### src/rtl/serial_sub_pkg.sv
// Shared definitions for the bit-serial subtractor: FSM state encoding and
// the supported operand-width range.
package serial_sub_pkg;

    typedef logic [1:0] state_t;

    localparam state_t IDLE = 2'd0;
    localparam state_t RUN  = 2'd1;
    localparam state_t DONE = 2'd2;

    localparam int WIDTH_MIN = 2;
    localparam int WIDTH_MAX = 32;

    function automatic bit width_legal(input int w);
        return (w >= WIDTH_MIN) && (w <= WIDTH_MAX);
    endfunction

endpackage

### src/rtl/sub_bit_cell.sv
// One-bit full subtractor: two half-subtract stages, borrows merged by an OR.
module sub_bit_cell (
    input  logic x,
    input  logic y,
    input  logic bin,
    output logic d,
    output logic bout
);

    logic hs1_d;
    logic hs1_b;
    logic hs2_b;

    assign hs1_d = x ^ y;
    assign hs1_b = ~x & y;

    assign d     = hs1_d ^ bin;
    assign hs2_b = ~hs1_d & bin;

    assign bout  = hs1_b | hs2_b;

endmodule

### src/rtl/serial_sub_ctrl.sv
// Bit-serial WIDTH-bit unsigned subtractor with valid/ready on both sides.
// Define SERIAL_SUB_SAT_EN to clamp diff to 0 whenever the result borrows.
module serial_sub_ctrl
    import serial_sub_pkg::*;
#(
    parameter  int WIDTH = 8,
    localparam int CNT_W = $clog2(WIDTH)
) (
    input  logic             clk,
    input  logic             rst,
    input  logic             in_valid,
    output logic             in_ready,
    input  logic [WIDTH-1:0] a,
    input  logic [WIDTH-1:0] b,
    output logic             out_valid,
    input  logic             out_ready,
    output logic [WIDTH-1:0] diff,
    output logic             borrow_out,
    output logic             busy
);

    if (!width_legal(WIDTH)) begin : g_bad_width
        $error("serial_sub_ctrl: WIDTH must lie in 2..32");
    end

    state_t             state_q;
    state_t             state_d;
    logic [WIDTH-1:0]   sa_q;
    logic [WIDTH-1:0]   sb_q;
    logic [WIDTH-2:0]   res_q;
    logic [CNT_W-1:0]   cnt_q;
    logic               bflop_q;
    logic [WIDTH-1:0]   diff_q;
    logic               borrow_q;

    logic               cell_d;
    logic               cell_bout;
    logic               run_last;
    logic [WIDTH-1:0]   res_ext;

    sub_bit_cell u_cell (
        .x    (sa_q[0]),
        .y    (sb_q[0]),
        .bin  (bflop_q),
        .d    (cell_d),
        .bout (cell_bout)
    );

    assign run_last = (state_q == RUN) && (cnt_q == CNT_W'(WIDTH - 1));

    // The LSB slot is only ever shifted out, so the accumulator keeps WIDTH-1
    // bits and the final cell output completes the word on the last step.
    assign res_ext  = {cell_d, res_q};

    // NOTE: clocked state uses non-blocking assignments so every flop samples
    // the pre-edge values; blocking here would create order-dependent races.
    always_ff @(posedge clk) begin
        if (rst) begin
            state_q <= IDLE;
        end else begin
            state_q <= state_d;
        end
    end

    // NOTE: every signal assigned in a combinational block gets a default
    // first, otherwise an unhandled path infers a latch.
    always_comb begin
        state_d = state_q;
        case (state_q)
            IDLE:    if (in_valid)  state_d = RUN;
            RUN:     if (run_last)  state_d = DONE;
            DONE:    if (out_ready) state_d = IDLE;
            default:                state_d = IDLE;
        endcase
    end

    always_comb begin
        in_ready  = 1'b0;
        out_valid = 1'b0;
        busy      = 1'b0;
        case (state_q)
            IDLE: in_ready = 1'b1;
            RUN:  busy     = 1'b1;
            DONE: begin
                out_valid = 1'b1;
                busy      = 1'b1;
            end
            default: ;
        endcase
    end

    always_ff @(posedge clk) begin
        if (rst) begin
            sa_q     <= '0;
            sb_q     <= '0;
            res_q    <= '0;
            cnt_q    <= '0;
            bflop_q  <= 1'b0;
            diff_q   <= '0;
            borrow_q <= 1'b0;
        end else begin
            case (state_q)
                IDLE: begin
                    if (in_valid) begin
                        sa_q    <= a;
                        sb_q    <= b;
                        bflop_q <= 1'b0;
                        cnt_q   <= '0;
                    end
                end
                RUN: begin
                    sa_q    <= sa_q >> 1;
                    sb_q    <= sb_q >> 1;
                    res_q   <= res_ext[WIDTH-1:1];
                    bflop_q <= cell_bout;
                    if (run_last) begin
                        borrow_q <= cell_bout;
`ifdef SERIAL_SUB_SAT_EN
                        diff_q   <= cell_bout ? '0 : res_ext;
`else
                        diff_q   <= res_ext;
`endif
                    end else begin
                        cnt_q <= cnt_q + 1'b1;
                    end
                end
                default: ;
            endcase
        end
    end

    assign diff       = diff_q;
    assign borrow_out = borrow_q;

endmodule
### config.mk
export PLATFORM = sky130hd
export DESIGN_NAME = serial_sub_ctrl
export DESIGN_NICKNAME = d
export VERILOG_FILES = /design/src/rtl/serial_sub_pkg.sv /design/src/rtl/sub_bit_cell.sv /design/src/rtl/serial_sub_ctrl.sv
export SDC_FILE = /design/constraint.sdc
export NUM_CORES = 1
export LEC_CHECK = 0
export CORE_MARGIN = 2
export CORE_UTILIZATION = 40
export DETAILED_ROUTE_END_ITERATION = 7
export DONT_BUFFER_PORTS = 1
export SLEW_MARGIN = 20
export SYNTH_ARGS = -nofsm -noshare
export SYNTH_HDL_FRONTEND = slang
export SYNTH_SLANG_ARGS = --single-unit
### constraint.sdc
create_clock -name clk -period 2.9 [get_ports clk]
set_input_delay 0.58 -clock clk [delete_from_list [all_inputs] [get_ports clk]]
set_output_delay 0.58 -clock clk [all_outputs]
set_load 0.05 [all_outputs]
==> results.yml <==
min_path:
  min_from: "rst"
  holdPathStages: 1
  holdPathEnd: "sa_q[3]"
  holdCritPathClass: "input pin to flip-flop"
finish:
  area_growth_pct: 2.99
  multiInputGateArea_um2: 945
  fin_area_um2: 1900
  fill_cells: 412
  fin_nets: 209
  instances_no_fill: 236
  antenna_cells: 0
  seq_area_um2: 761
  drive_gt1_share_pct: 14.7
setup_path:
  path_buf_inv: 2
  crit_path_top_delay_cell: "ha_2"
  worstPathRequired_ns: 3.11
  crit_arrival_ns: 2.09
  worst-setup-path-type: "flip-flop to flip-flop"
  start_kind: "flip-flop"
  cp_top_family: "adder cells"
  endpoint_kind: "flip-flop"
  rrSetupSlack_ns: 1.03
  critPathMaxStageDelay_ns: 0.50
  worstReg2RegEnd: "cnt_q[1]"
  cp_max_fo: 22
  r2r-start: "state_q[1]"
  worstPathCellList: "inv_1, ha_2, buf_4, nand3b_1, a21o_2, a41oi_1"
  rr_worst_depth: 6
synth:
  synth.distinct_cells: 34
  synth_edf_count: 0
  syn_area_um2: 1840
  synth_flop_cell: "dfxtp_1"
  synth-seq-area-share_pct: 41.3
  synthCells: 188
  synth_fp_nets: 214
  ys_ff_latch: 38
  syn_avg_cell_area_um2: 9.79
  yosysWarnings: 0
  synth-async-reset-ratio_pct: 0
cts:
  cts_tree: "yes"
  cts_setup_buffers: 0
  holdBufCountCts: 0
  root_buffer: "clkbuf_8"
  numCtsBuffers: 5
  cts_resized: 0
  cts_buffer_depth: 2
  path_clk_slew_ns: 0.07
  htreeDepth: 2
  clock-sinks: 38
  clock_latency_ns: 0.28
grt:
  grt_max_degree: 39
  grt_pass1_wl_um: 5650
  first_global_vias: 1249
  antenna_found_initial: 0
  grt.total_usage_pct: 14.1
  overflow: 0
floorplanning:
  start_util_pct: 42.0
  ios: 32
  core_um2: 4380
  rows: 24
  dieArea_um2: 5160
  die_w_um: 71.8
  die_h_um: 71.8
job:
  drv_cap: 0
outcome:
  status: "finished clean"
timing:
  hold_viol_final: 0
  final.setup_skew_ns: 0.00596
  fmax_mhz: 534
  rsz0062_at_grt: "no"
  slew_headroom_pct: 65.6
  setup_viol: 0
  drv_slew: 0
  tns_ns: 0
  period_minus_slack_ns: 1.87
  worst_pin_slew_ns: 0.517
  fin_crit_sh_pct: 64.6
route:
  wl_um: 3350
  via_per_inst: 5.37
  firstDrtPassIters: 4
  vias: 1268
  drt_first_iter_violations: 48
  wl_per_cell_um: 14.2
  ant_nets: 0
  route.detailed.drc: 0
placement:
  portBuffers: 0
  place_area_um2: 1800
  dp.cells: 228
  hpwl_um: 2370
  finalWeightedCongestion: 0.799
power_and_ir_drop:
  peakVddDrop_mv: 0.257
  power_leakage_nw: 0.646
  power_w: 0.00109
  power-per-cell-area_nw_per_um2: 576
-- metal layers --
metal | up-vias | track usage, % | share of wire, %
met5 | - | 0 | 0
met4 | 0 | 6.92 | 1.8
met3 | 5 | 3.80 | 4.1
met2 | 22 | 23.7 | 50
met1 | 601 | 16.4 | 44
li1 | 640 | - | -
-- kinds of logic (layout without fill, tap and decap cells) --
group | after synthesis | in the layout | synth area share (%)
and+or+nand+nor | 66 | 66 | 16.7
DFF | 38 | 38 | 41.3
AOI/OAI and AO/OA | 35 | 35 | 16.7
muxes | 24 | 24 | 13.3
buffers and inverters | 19 | 15 | 7.48
adders and majority gates | 6 | 6 | 4.49
-- cells in the mapped netlist (2+ instances only) --
cell	count	share of area, %
a211oi_2	14	9.5
nand4_1	3	1.0
nor2_1	25	5.1
a31oi_1	3	1.0
nor3_1	2	0.54
dfxtp_1	38	41
a21oi_1	10	2.7
clkbuf_1	3	0.61
nand3b_1	4	1.6
inv_1	5	1.0
buf_6	6	3.7
nor2b_1	3	1.0
buf_4	2	0.82
buf_2	2	0.54
nand2b_1	4	1.4
ha_1	5	3.4
mux2i_1	23	13
nand2_1	20	4.1
-- report_power, final --
part	switching, W	total, W	internal [W]
combinational	0.0000910	0.000159	0.0000682
sequential	0.0000157	0.000565	0.000549
clock	0.000175	0.000367	0.000192
-- cell type report --
class / instances / share of cell area [%]
clock inverter: 1 / 0.264
clock buffer: 7 / 4.55
sequential: 38 / 40.1
inverter: 5 / 0.990
tap: 52 / 3.43
multi-input combinational: 131 / 49.8
timing repair buffer: 2 / 0.792
-- registers in the layout (all words and copies together) (netlist names) --
register / count
diff: 8
sa_q: 8
sb_q: 8
res_q: 7
cnt_q: 3
state_q: 2
bflop_q: 1
borrow_out: 1
-- how the worst max path moves through the flow --
stage | endpoint | cells after the start | slack [ns] | startpoint
6_report | cnt_q[1] | 6 | 1.03 | state_q[1]
5_1_grt | cnt_q[1] | 6 | 0.85 | state_q[1]
4_1_cts | busy | 2 | 1.01 | state_q[1]
3_5_place_dp | cnt_q[1] | 6 | 1.03 | state_q[1]
3_3_place_gp | cnt_q[1] | 6 | 1.11 | state_q[1]
2_1_floorplan | sa_q[6] | 7 | 1.08 | state_q[0]
-- cells in the final DEF, fill, tap and decap left out --
cell	n
dfxtp_1	38
nor2_1	25
mux2i_1	23
nand2_1	20
a211oi_2	14
a21oi_1	10
clkbuf_8	6
inv_1	5
nand2b_1	4
nand3b_1	4
ha_1	4
nand4_1	3
nor2b_1	3
a31oi_1	3
nor3_1	2
buf_4	2
mux2_4	1
nand3_1	1
a21o_2	1
a41oi_1	1
or3b_2	1
o311ai_1	1
and2_1	1
nor3b_1	1
or2b_1	1
o21ai_0	1
a21o_1	1
a211o_1	1
a211oi_1	1
a31o_1	1
fa_1	1
ha_2	1
clkbuf_1	1
clkinv_2	1
-- through the flow --
stage          util [%]  hold WS (ns)  setup WS (ns)
2_1_floorplan         -         0.431           1.08
3_3_place_gp       41.2         0.448           1.11
3_5_place_dp       41.2         0.455           1.03
4_1_cts            43.2         0.340           1.01
5_1_grt            43.2         0.340          0.847
6_report           43.2         0.353           1.03
Power figures use the tool's default switching activity.
